[src/rtl/proc_gen_pkg.sv]
// Shared opcodes, T-step encoding and decode helper for the proc_gen datapath.
package proc_gen_pkg;

  localparam logic [2:0] OP_MV  = 3'b000;
  localparam logic [2:0] OP_MVI = 3'b001;
  localparam logic [2:0] OP_ADD = 3'b010;
  localparam logic [2:0] OP_SUB = 3'b011;
  localparam logic [2:0] OP_AND = 3'b100;
  localparam logic [2:0] OP_OR  = 3'b101;
  localparam logic [2:0] OP_XOR = 3'b110;
  localparam logic [2:0] OP_SHL = 3'b111;

  localparam logic [1:0] T0 = 2'd0;
  localparam logic [1:0] T1 = 2'd1;
  localparam logic [1:0] T2 = 2'd2;
  localparam logic [1:0] T3 = 2'd3;

  // Moves finish in T1; everything else runs through the A/G accumulator.
  function automatic logic is_move(input logic [2:0] op);
    return (op == OP_MV) || (op == OP_MVI);
  endfunction

endpackage

[src/rtl/proc_gen_alu.sv]
// Combinational 8-op ALU for proc_gen. With PROC_FLAGS_EN defined it also
// produces a carry/borrow/shift-out bit.
module proc_gen_alu
  import proc_gen_pkg::*;
#(
  parameter int N = 8
) (
  input  logic [N-1:0] i_a,
  input  logic [N-1:0] i_b,
  input  logic [2:0]   i_op,
  output logic [N-1:0] o_result
`ifdef PROC_FLAGS_EN
  ,output logic        o_carry
`endif
);

  localparam int SW = $clog2(N);

  logic [SW-1:0] w_sh;
  assign w_sh = i_b[SW-1:0];

  always_comb begin
    o_result = '0;
    case (i_op)
      OP_ADD:  o_result = i_a + i_b;
      OP_SUB:  o_result = i_a - i_b;
      OP_AND:  o_result = i_a & i_b;
      OP_OR:   o_result = i_a | i_b;
      OP_XOR:  o_result = i_a ^ i_b;
      OP_SHL:  o_result = i_a << w_sh;
      default: o_result = i_b;
    endcase
  end

`ifdef PROC_FLAGS_EN
  // One extra MSB catches carry-out, borrow (A<B) and the last bit shifted out.
  logic [N:0] w_add, w_sub, w_shl;
  assign w_add = {1'b0, i_a} + {1'b0, i_b};
  assign w_sub = {1'b0, i_a} - {1'b0, i_b};
  assign w_shl = {1'b0, i_a} << w_sh;

  always_comb begin
    o_carry = 1'b0;
    case (i_op)
      OP_ADD:  o_carry = w_add[N];
      OP_SUB:  o_carry = w_sub[N];
      OP_SHL:  o_carry = w_shl[N];
      default: o_carry = 1'b0;
    endcase
  end
`endif

endmodule

[src/rtl/proc_gen.sv]
// Multi-cycle bus processor: 2^RSEL x N register file, A/G accumulator, shared
// bus mux and T0..T3 sequencer. Define PROC_FLAGS_EN to add Z/C flag outputs.
module proc_gen
  import proc_gen_pkg::*;
#(
  parameter int N    = 8,
  parameter int RSEL = 2
) (
  input  logic            Clock,
  input  logic            Resetn,
  input  logic [N-1:0]    Data,
  input  logic            w,
  input  logic [2:0]      F,
  input  logic [RSEL-1:0] Rx,
  input  logic [RSEL-1:0] Ry,
  output logic            Done,
  output logic [N-1:0]    BusWires,
  output logic            Busy
`ifdef PROC_FLAGS_EN
  ,output logic           Z,
  output logic            C
`endif
);

  localparam int NREG = 2 ** RSEL;

  logic [1:0]                r_tstep;
  logic [2:0]                r_f;
  logic [RSEL-1:0]           r_rx, r_ry;
  logic [NREG-1:0][N-1:0]    r_regs;
  logic [N-1:0]              r_a, r_g;
  logic [N-1:0]              w_bus, w_alu;
  logic                      w_move;

  assign w_move = is_move(r_f);

  // One source per T-step; idle steps drive zero.
  always_comb begin
    w_bus = '0;
    case (r_tstep)
      T1: begin
        if (r_f == OP_MV)       w_bus = r_regs[r_ry];
        else if (r_f == OP_MVI) w_bus = Data;
        else                    w_bus = r_regs[r_rx];
      end
      T2:      w_bus = r_regs[r_ry];
      T3:      w_bus = r_g;
      default: w_bus = '0;
    endcase
  end

  assign BusWires = w_bus;
  assign Busy     = (r_tstep != T0);
  assign Done     = (r_tstep == T3) || ((r_tstep == T1) && w_move);

`ifdef PROC_FLAGS_EN
  logic w_carry;
  proc_gen_alu #(.N(N)) u_alu (
    .i_a      (r_a),
    .i_b      (w_bus),
    .i_op     (r_f),
    .o_result (w_alu),
    .o_carry  (w_carry)
  );
`else
  proc_gen_alu #(.N(N)) u_alu (
    .i_a      (r_a),
    .i_b      (w_bus),
    .i_op     (r_f),
    .o_result (w_alu)
  );
`endif

  always_ff @(posedge Clock or negedge Resetn) begin
    if (!Resetn) begin
      r_tstep <= T0;
      r_f     <= '0;
      r_rx    <= '0;
      r_ry    <= '0;
      r_regs  <= '0;
      r_a     <= '0;
      r_g     <= '0;
    end else begin
      case (r_tstep)
        T0: if (w) begin
          r_f     <= F;
          r_rx    <= Rx;
          r_ry    <= Ry;
          r_tstep <= T1;
        end
        T1: begin
          if (w_move) begin
            r_regs[r_rx] <= w_bus;
            r_tstep      <= T0;
          end else begin
            r_a     <= w_bus;
            r_tstep <= T2;
          end
        end
        T2: begin
          r_g     <= w_alu;
          r_tstep <= T3;
        end
        default: begin
          r_regs[r_rx] <= w_bus;
          r_tstep      <= T0;
        end
      endcase
    end
  end

`ifdef PROC_FLAGS_EN
  // Flags move only with G, so moves leave them untouched.
  always_ff @(posedge Clock or negedge Resetn) begin
    if (!Resetn) begin
      Z <= 1'b0;
      C <= 1'b0;
    end else if (r_tstep == T2) begin
      Z <= (w_alu == '0);
      C <= w_carry;
    end
  end
`endif

endmodule

[config.mk]
export PLATFORM = sky130hd
export DESIGN_NAME = proc_gen
export DESIGN_NICKNAME = d
export VERILOG_FILES = /design/src/rtl/proc_gen_pkg.sv /design/src/rtl/proc_gen_alu.sv /design/src/rtl/proc_gen.sv
export SDC_FILE = /design/constraint.sdc
export NUM_CORES = 1
export LEC_CHECK = 0
export ABC_AREA = 1
export CORE_MARGIN = 2
export CORE_UTILIZATION = 50
export CTS_CLUSTER_DIAMETER = 40
export DETAILED_ROUTE_END_ITERATION = 8
export MAX_ROUTING_LAYER = met4
export PLACE_DENSITY = 0.75
export SLEW_MARGIN = 0
export SYNTH_ARGS = -nofsm -noshare
export SYNTH_HDL_FRONTEND = slang
export SYNTH_HIERARCHICAL = 1
export SYNTH_SLANG_ARGS = --single-unit
[constraint.sdc]
create_clock -name Clock -period 5.66 [get_ports Clock]
set_input_delay 1.132 -clock Clock [delete_from_list [all_inputs] [get_ports Clock]]
set_output_delay 1.132 -clock Clock [all_outputs]
set_load 0.02 [all_outputs]
# Word-level counts from Yosys, hierarchy flattened
# Cells that the tools add are included.
[totals]
ff_bits = 57
[op_classes]
add_sub_neg = 2
magnitude_cmp = 3
n_eq_ne = 12
shift = 1
mux = 16
bitwise_logic = 5
n_reduce_logical = 11
[ops]
columns = ["operator", "n"]
rows = [
  ["$pmux W32 S2", 1],
  ["$pmux W8 S6", 1],
  ["$mux W8", 5],
  ["$bmux W8 S2", 2],
  ["$bwmux W32", 1],
  ["$mux W32", 1],
  ["$pmux W8 S3", 1],
  ["$demux W8 S2", 1],
  ["$eq A3 B3 Y1 const B", 4],
  ["$add A8 B8 Y8", 1],
  ["$and A8 B8 Y8", 1],
  ["$or A8 B8 Y8", 1],
  ["$shl A8 B3 Y8", 1],
  ["$sub A8 B8 Y8", 1],
  ["$xor A8 B8 Y8", 1],
  ["$eq A3 B2 Y1 const B", 2],
  ["$lt A2 B3 Y1 const B", 2],
  ["$pmux W2 S3", 1],
  ["$reduce_and A2 Y1", 3],
  ["$eq A2 B2 Y1 const B", 2],
  ["$mux W2", 2],
  ["$ne A2 B2 Y1 const B", 2],
  ["$eq A3 B1 Y1 const B", 1],
  ["$logic_not A3 Y1", 1],
  ["other kinds (8)", 11],
]

# Logic depth before layout (Yosys ltp)
# Gate-level depths: netlist (run 1).
[depth]
ltp_word = 8
depth_mapped = 31

# By module
# Netlist (run 1), hierarchy kept.
[modules_own_cells]
columns = ["mod", "instances", "cells_each", "area_each_um2", "seq_area_each_um2"]
rows = [
  ["proc_gen", 1, 446, 3188.1, 1426.4],
  ["proc_gen_alu", 1, 244, 1351.3, 0.0],
]

# Worst setup path before layout (run 1)
# No wires, ideal clock.
[synth_path]
kind = "input to register"
startpoint = "in Data[1]"
endpoint = "reg r_g[6]"
arrival_ns = 3.742
slack_ns = 1.794
cell_stages = 20
path_buffers = 2
cell_sequence = "nand2_1 nand3_1 nand2_1 nand2_2 clkbuf_2 inv_1 buf_4 ha_1 inv_1 nor3_1 or2_2 xor2_1 ha_1 nand2_1 or2_2 nand3_1 nand2_1 nand3_1 nand3_1 mux2_2"
[synth_via]
elab_chain_len = 5
word_cells_on_any_way = 7
[synth_lines]
columns = ["item", "line_no", "rtl"]
rows = [
  ["from (decl)", "proc_gen.sv:11", "input logic [N-1:0] Data,"],
  ["$mux W8 (*)", "proc_gen.sv:43", "else if (r_f == OP_MVI) w_bus = Data;"],
  ["$mux W8 (*)", "proc_gen.sv:42", "if (r_f == OP_MV) w_bus = r_regs[r_ry];"],
  ["$pmux W8 S3 (*)", "proc_gen.sv:40", "case (r_tstep)"],
  ["via BusWires[1]", "proc_gen.sv:17", "output logic [N-1:0] BusWires,"],
  ["$sub A8 B8 Y8 (tied with other cells)", "proc_gen_alu.sv:26", "OP_SUB: o_result = i_a - i_b;"],
  ["$pmux W8 S6 (*)", "proc_gen_alu.sv:24", "case (i_op)"],
  ["via w_alu[6]", "proc_gen.sv:32", "logic [N-1:0] w_bus, w_alu;"],
  ["to (signal assigned)", "proc_gen.sv:101", "r_g <= w_alu;"],
  ["to (decl)", "proc_gen.sv:31", "logic [N-1:0] r_a, r_g;"],
]
# Mark *: on every way through the listed nets, which the timed path passes. The rest lies on a longest branch.
# A chain may end at the register's enable or synchronous reset.

# Final worst setup path (run 1)
[layout_path]
startpoint = "reg r_f[2]"
endpoint = "reg r_g[7]"
[layout_via]
elab_chain_len = 6
word_cells_on_any_way = 18
[layout_lines]
columns = ["item", "line_no", "rtl"]
rows = [
  ["from (decl)", "proc_gen.sv:28", "logic [2:0] r_f;"],
  ["from (signal assigned)", "proc_gen.sv:77", "r_f <= '0;"],
  ["from (signal assigned)", "proc_gen.sv:86", "r_f <= F;"],
  ["$eq A3 B1 Y1", "proc_gen.sv:43", ""],
  ["$mux W8", "proc_gen.sv:43", ""],
  ["$mux W8", "proc_gen.sv:42", ""],
  ["$pmux W8 S3", "proc_gen.sv:40", ""],
  ["$sub A8 B8 Y8 (tied with other cells)", "proc_gen_alu.sv:26", ""],
  ["$pmux W8 S6 (*)", "proc_gen_alu.sv:24", ""],
  ["via w_alu[7]", "proc_gen.sv:32", ""],
]
# Marked as above.

==> metrics.txt, run 1 <==
Final period util 79.5%; # port buffers 27; area of the multi-input gates 2750 um2; CP Launch Point r_f[2]; Tightest Hold Check Type register to register; clk_lat worst skew 0.35 ns; first-pass GRT wire length 23.3 mm; flops & latches, synth 57; drt drc 0; cts hold-fix bufs 0; WP data required 5.90 ns; Die Wd 99.3 um; initial antenna violation count 0; via count 4,586; FP Rows 34; Synth Warn # 6; wire per inst 16.8 um; crit end category register; vias in the first global route 4,384; Final HPWL DP 9.83 mm; vias per cell 5.53; # nets final 760; RR Startpoint r_f[2]; Pre-Repair DR Iteration Count 5; Reg area 1430 um2; max_cap viols 0; crit-path leading delay family simple AND/OR/NAND/NOR gates; ant diodes 0; crit path max fanout 15; CP peak stage delay 0.55 ns; critical hold path startpoint r_g[0]; WP buf/inv 3; total CTS buffers 9; root buf cell clkbuf_8; Synth-to-Final Area Change 13.1%; WS Path Type register to register; Worst setup SP type register; r2r setup slk 1.16 ns; Placed Cells 813; placed inst area 4880 um2; routability congestion estimate from global placement 0.964; Syn Std Cell Area 4540 um2; hold slack 0.511 ns; setup TNS 0 ns; CTS max path bufs 2; # Post-CTS Setup Buffers 0; crit path cell chain nor2_4 > inv_2 > nor2_2 > nand3_1 > nand3_1 > nand2_1 > nand2_2 > inv_1 > ha_1 > inv_1 > nor3_1 > or2_2 > xor2_1 > ha_1 > nand2_1 > nand2_1 > nand2_1 > nand2_1 > a21oi_1 > nand3_1 > nand3_1 > nand3_1 > mux2_2; FMAX 0.222 GHz; status finished clean; count of cell types in the netlist 36; Data arrival, critical path 4.74 ns; layout cells sized above 1 10.1%; Die Y-Extent 99.3 um; Final Critical Period 4.50 ns; Post-Layout Cell Count 829; average instance area after synthesis 6.58 um2; Mapped Cells 690; H-tree Lvls 3; critical path's slowest cell dfrtp_1; Initial Util 51.8%; number of gates resized after cts 0; largest net degree at the start of global routing 58; final hold violations 0; Clock Skew 0.0188 ns; Max-slew headroom 49.5%; worst-margin pin slew 0.757 ns; Final Cell Area 5130 um2; fill count 828; clock-pin slew on the worst setup and hold paths 0.08 ns; routed wire length 14.0 mm; RSZ-0062 raised after global routing no; total gr overflow 0; post-synthesis net count 734; antenna-violating nets left 0; max-slew violations 0; Die ar. 9860 um2; Seq/Total Area, Yosys 31.4%; CTS tree done; Initial DRC Count 428; I/O pin count 28; core area 8760 um2; CTS sink cnt 57; GRT Total Usage 31.2%; Final setup viols 0
==> per-stage QoR <==
| step | utilization, % | setup WS [ns] |
|---|---|---|
| 4_1_cts | 58.6 | 1.25 |
| 6_report | 58.6 | 1.16 |
| 2_1_floorplan | - | 1.79 |
| 3_5_place_dp | 55.7 | 1.10 |
| 5_1_grt | 58.6 | 0.706 |
| 3_3_place_gp | 55.7 | 1.17 |
==> synthesized netlist by cell type <==
cell type	count	area, um2
nor2_1	37	139
nor2_8	2	40.0
nand2_8	1	20.0
buf_4	3	22.5
xnor2_1	2	17.5
a41oi_1	1	8.76
nand4_1	6	37.5
nor2_2	1	6.26
nor3_4	4	65.1
fa_1	1	20.0
clkinv_1	1	3.75
nor2_4	2	22.5
ha_1	25	313
o21ai_2	1	8.76
o211ai_1	4	30.0
mux2_2	11	124
inv_4	5	31.3
inv_1	50	188
buf_6	1	11.3
o22ai_1	1	6.26
clkbuf_2	2	10.0
nand3_2	2	20.0
o21ai_0	15	75.1
buf_2	11	55.1
nand2_1	331	1240
or2_2	4	25.0
o21ai_1	5	25.0
nand2_2	9	56.3
a21oi_1	18	90.1
dfrtp_1	57	1430
inv_2	9	33.8
xor2_1	5	43.8
nor3_1	2	10.0
inv_6	1	8.76
nand3_1	59	295
nand3b_1	1	7.51
==> cells in the final DEF, fill, tap and decap left out, types with 2 or more instances in the layout <==
cell type        count
buf_4                5
nor3_1               2
nor2_1              37
clkbuf_8            11
inv_2                9
inv_1               50
ha_1                25
nand3_1             59
bufinv_16            3
nand3_2              2
nor2_4               2
nor3_4               4
xor2_1               5
clkdlybuf4s50_1     26
nand4_1              6
inv_4                5
xnor2_1              2
o21ai_0             15
o211ai_1             4
a21oi_1             18
nor2_8               2
or2_2                4
mux2_2              11
nand2_2              9
o21ai_1              5
nand2_1            331
dfrtp_1             57
==> final cells by class <==
type	count	area share, %
clock buffer	12	3.02
clock inverter	4	1.93
inverter	66	5.17
multi-input combinational	550	53.6
sequential	57	27.8
tap	108	2.63
timing repair buffer	32	5.90
==> flip-flops by register name, summed over array words and instances, names as in the netlist <==
signal and flops:
r_g 8, r_tstep 2, r_f 3, r_rx 2, r_ry 2, r_a 8
r_regs 32
==> path summary, 6_finish.rpt <==
check                               to  cells past startpoint
worst max-delay path            r_g[7]                     23
min in group asynchronous       r_g[7]                      2
worst min register to register  r_g[0]                      1
max in group asynchronous       r_a[0]                      2
worst max register to register  r_g[7]                     23
worst min-delay path            r_g[0]                      1
==> per-layer routing <==
metal  global-route usage, %  share of wire (%)  up-vias
li1                        -                  -     2220
met1                    46.9                 47     2112
met2                    43.2                 42      227
met3                    5.27                8.7       27
met4                    8.43                2.2        0
met5                       -                  0        -
==> cell families (layout without fill, tap and decap cells) <==
family                   after synthesis  in the layout  share of synthesized area (%)
AND/OR/NAND/NOR                      461            461                           43.8
buffers and inverters                 83            114                           8.02
flip-flops                            57             57                           31.4
AO/OA/AOI/OAI                         45             45                           5.37
adder cells (fa/ha/maj)               26             26                           7.33
multiplexers                          11             11                           2.73
XOR/XNOR                               7              7                           1.35
Power of run 1 is left out: the tool's default activity adds up to more than one toggle a clock period on the data nets, which glitch-free logic cannot reach.
==> inputs of run 2 (changes only) <==
clock period = 4.26 ns   (was 5.66 ns; I/O delays follow)
==> run 2 against run 1 <==
Sequential share of layout area fell by 0.074 points. Worst hold slack improved by 0.0047 ns. Maximum frequency rose by 19%. Via count fell by 0.11%. Critical path type unchanged. Highest routed layer unchanged.
==> metrics.txt, run 2 (synthesis results as in run 1) <==
status finished clean; RSZ-0062 raised after global routing no; number of flip-flops in the largest register 32 (unchanged); Hold Path Depth 1 (unchanged); antenna-violating nets left 0 (unchanged); vias in the first global route 4,215 (-3.9%); Synth-to-Final Area Change 13.4%; clock-pin slew on the worst setup and hold paths 0.07 ns (about the same); final hold violations 0 (unchanged); total gr overflow 0 (unchanged); max-slew violations 0 (unchanged); I/O pin count 28 (unchanged); RR Startpoint r_ry[1]; vias per cell 5.46 (-1.3%); Clock Skew 0.00909 ns (-0.00973 ns); Pre-Repair DR Iteration Count 7 (+2); max_cap viols 0 (unchanged); GRT Total Usage 28.6% (-2.6 points); crit path max fanout 9 (-6); r2r setup slk 0.46 ns (-0.69 ns); FMAX 0.263 GHz (+19%); CTS max path bufs 2 (unchanged); Data arrival, critical path 4.03 ns (-0.71 ns); routed wire length 13.2 mm (-5.6%); # port buffers 27 (unchanged); cts hold-fix bufs 0 (unchanged); # Post-CTS Setup Buffers 0 (unchanged); wire per inst 15.7 um (-6.7%); via count 4,581 (-0.11%); layout cells sized above 1 11.4% (+1.2 points); routability congestion estimate from global placement 0.946 (-1.9%); number of gates resized after cts 0 (unchanged); Die Y-Extent 99.3 um (unchanged); first-pass GRT wire length 21.6 mm (-7.6%); Initial DRC Count 467 (+9.1%); WS Path Type register to register; FP Rows 34 (unchanged); setup TNS 0 ns (unchanged); CP Launch Point r_ry[1]; # nets final 771 (+1.4%); root buf cell clkbuf_8; total CTS buffers 9 (unchanged); Initial Util 51.8% (unchanged); drt drc 0 (unchanged); Final setup viols 0 (unchanged); Die Wd 99.3 um (unchanged); Worst setup SP type register; Final HPWL DP 10.0 mm (+2.1%); WP data required 4.49 ns (-1.41 ns); hold slack 0.516 ns (+0.00474 ns); Die ar. 9860 um2 (unchanged); Biggest register r_regs; core area 8760 um2 (unchanged); Max-slew headroom 30.0% (-20 points); commonest non-fill, non-tap cell in the layout nand2_1; fill count 846 (+2.2%); H-tree Lvls 3 (unchanged); worst-margin pin slew 1.05 ns (+0.293 ns); Worst Setup EP r_g[6]; most frequent cells in the layout nand2_1, nand3_1, dfrtp_1; Worst R2R End r_g[6]; ant diodes 0 (unchanged); clk_lat worst skew 0.34 ns (about the same); Tightest Hold Check Type register to register; initial antenna violation count 0 (unchanged); Largest regs r_regs (32), r_a (8), r_g (8); CTS tree done; Final Critical Period 3.80 ns (-0.706 ns); Final period util 89.1% (+9.6 points); largest net degree at the start of global routing 46 (-21%); crit end category register; CTS sink cnt 57 (unchanged); Worst R2R Path Depth 20 (-13%)
-- run 2: cell count changes in the layout (fill, tap and decap cells not counted) --
| cell | before | now |
|---|---|---|
| clkinv_2 | 0 | 1 |
| clkbuf_8 | 11 | 9 |
| bufinv_16 | 3 | 1 |
| buf_4 | 5 | 16 |
| clkinvlp_4 | 0 | 3 |
| clkinv_4 | 1 | 0 |
-- run 2: per-layer routing --
metal | wire length [um] | vias to the layer above | global-route usage [%]
met5 | 0 | - | -
met4 | 130 | 0 | 6.74
met3 | 1120 | 16 | 4.64
met2 | 5790 | 195 | 41.2
met1 | 6140 | 2122 | 42.3
li1 | - | 2248 | -
-- run 2: worst max-delay path, cell delays in order, from the launching register on --
cell and delay (ns):
dfrtp_1 0.57, clkinv_1 0.39, nand3_1 0.25, nand3_1 0.10, nand2_1 0.10, nand2_1 0.08, nand2_2 0.07, inv_1 0.09
ha_1 0.21, inv_1 0.07, nor3_1 0.05, or2_2 0.29, xor2_1 0.15, ha_1 0.35, nand2_1 0.08, or2_2 0.31
nand3_1 0.08, nand2_1 0.05, nand3_1 0.06, nand3_1 0.06, mux2_2 0.25
-- run 2: layout make-up --
cell class                      instances  area (um2)  area share [%]
Multi-Input combinational cell        550        2750            53.4
Clock buffer                           10         128            2.48
Inverter                               66         265            5.15
Timing Repair Buffer                   43         385            7.49
Sequential cell                        57        1430            27.7
Clock inverter                          5        57.6            1.12
Tap cell                              108         135            2.63
-- run 2: how the worst min path moves through the flow --
stage / to / startpoint / slack [ns]
floorplan: r_regs[31] / r_regs[31] / 0.47
global placement: r_regs[21] / r_regs[21] / 0.49
detailed placement: r_regs[16] / r_regs[16] / 0.49
CTS: r_regs[16] / r_regs[16] / 0.51
finish: r_g[4] / r_g[4] / 0.52
global route: r_g[3] / r_g[3] / 0.53
-- run 2: through the flow --
step	util [%]	cells	worst slack [ns]	area [um2]
5_1_grt	58.7	839	0.000264	5150
4_1_cts	58.7	839	0.478	5150
6_report	58.7	839	0.464	5150
3_3_place_gp	56.6	824	0.379	4960
2_1_floorplan	-	690	0.438	4540
3_5_place_dp	56.6	824	0.330	4960
Power of run 2 is left out for the same reason.
==> patch (flow settings as in run 2) <==
Register the outputs `Done`, `BusWires` and `Busy`, without a reset; this adds one clock of latency there.
--- a/src/rtl/proc_gen.sv
+++ b/src/rtl/proc_gen.sv
@@ -49,9 +49,11 @@
     endcase
   end
 
-  assign BusWires = w_bus;
-  assign Busy     = (r_tstep != T0);
-  assign Done     = (r_tstep == T3) || ((r_tstep == T1) && w_move);
+  always_ff @(posedge Clock) begin
+    Done     <= (r_tstep == T3) || ((r_tstep == T1) && w_move);
+    BusWires <= w_bus;
+    Busy     <= (r_tstep != T0);
+  end
 
 `ifdef PROC_FLAGS_EN
   logic w_carry;
Check against the original RTL: not equivalent (Yosys sat finds a counterexample within 4 cycles, from zero or initial values and one cycle with Resetn low).
==> patch against run 2 <==
Wire length is 3.2% higher; largest cell class unchanged; setup slack better by 18 ps; final area is 2.9% higher; non-clock buffer count is 7 lower; sequential cell count is 10 higher; synthesized area is 4.3% higher; synthesized cell count is 1.4% higher; clock skew is 1.2 ps higher; global-route usage is 0.62 points higher.
Power is left out: the tool's default activity adds up to more than one toggle a clock period on the data nets, which glitch-free logic cannot reach.
==> patch: results (changes against run 2) <==
INFO  metric outcome = complete, no violations
INFO  metric layout.comb_gates.multi_input = 549 (-0.18%)
INFO  metric synth.area.top_cells = sky130_fd_sc_hd__dfrtp_1 (30%), sky130_fd_sc_hd__nand2_1 (26%), sky130_fd_sc_hd__ha_1 (6.6%)
INFO  metric routed_wire_length_per_instance = 16.1 microns (+2.3%)
INFO  metric timing.rr.end = r_g[7]
INFO  metric startpoint_of_the_most_critical_register_to_register_path = r_f[1]
INFO  metric yosys.cell_types.count = 34 (-5.6%)
INFO  metric place_ws = 380 ps (+49.7 ps)
INFO  metric ys_top_cells_by_count = sky130_fd_sc_hd__nand2_1 (322), sky130_fd_sc_hd__dfrtp_1 (57), sky130_fd_sc_hd__nand3_1 (56)
INFO  metric rrSetupSlack = 480 ps (+20 ps)
INFO  metric grt_pass1_wl = 22,500 microns (+4.4%)
INFO  metric worst_hold_path_type = in -> async
INFO  metric grt_max_degree = 32 (-30%)
INFO  metric design.final.nets = 774 (+0.39%)
INFO  metric final.signal_inverter_count = 67 (+1.5%)
INFO  metric finalWirelength = 13,600 microns (+3.2%)
INFO  metric timing.reg2reg.worst_path_depth = 22 (+10%)
INFO  metric postLayoutCoreUtil = 57.6% (-1.2 points)
INFO  metric worstPathMaxFanout = 11 (+2)
INFO  metric area_share_clock_buf_inv = 4.25% (+0.66 points)
INFO  metric post_synthesis_register_bit_count = 67 (+18%)
INFO  metric routabilityCongestion = 0.917 (-3.0%)
INFO  metric routed-via-count = 4,633 (+1.1%)
INFO  metric overall_routing_resource_usage = 29.2% (+0.62 points)
INFO  metric grt_pass1_vias = 4,448 (+5.5%)
INFO  metric detail_route.iter0.violations = 376 (-19%)
INFO  metric dp_hpwl = 9870 microns (-1.7%)
INFO  metric synth-async-reset-ratio = 85.1% (-15 points)
INFO  metric parity_gate_share_of_the_synthesized_area_counting_xor_and_xnor_cells = 1.30% (-0.055 points)
INFO  metric syn-num-nets = 744 (+1.4%)
INFO  metric buffer_area_share = 6.29% (-1.2 points)
INFO  metric synth_area_per_cell = 6.76 sq um (+2.8%)
INFO  metric placement.cell_area = 0.00507 sq mm (+2.2%)
[patch: changes by cell type after synthesis, moves of 4 or more]
cell | run 2 | this run
sky130_fd_sc_hd__o21ai_1 | 5 | 0
sky130_fd_sc_hd__buf_6 | 1 | 7
sky130_fd_sc_hd__buf_2 | 11 | 6
sky130_fd_sc_hd__nor2_1 | 37 | 42
sky130_fd_sc_hd__dfxtp_1 | 0 | 10
sky130_fd_sc_hd__o21ai_0 | 15 | 22
sky130_fd_sc_hd__nand2_4 | 0 | 4
sky130_fd_sc_hd__nand2_1 | 331 | 322
sky130_fd_sc_hd__nor3_4 | 4 | 0
[patch: routing by layer]
layer	GRT usage (%)	vias to the layer above	wire, microns
li1	-	2245	-
met1	40.4	2161	6370
met2	41.3	192	5760
met3	6.07	35	1090
met4	12.7	0	380
met5	-	-	0
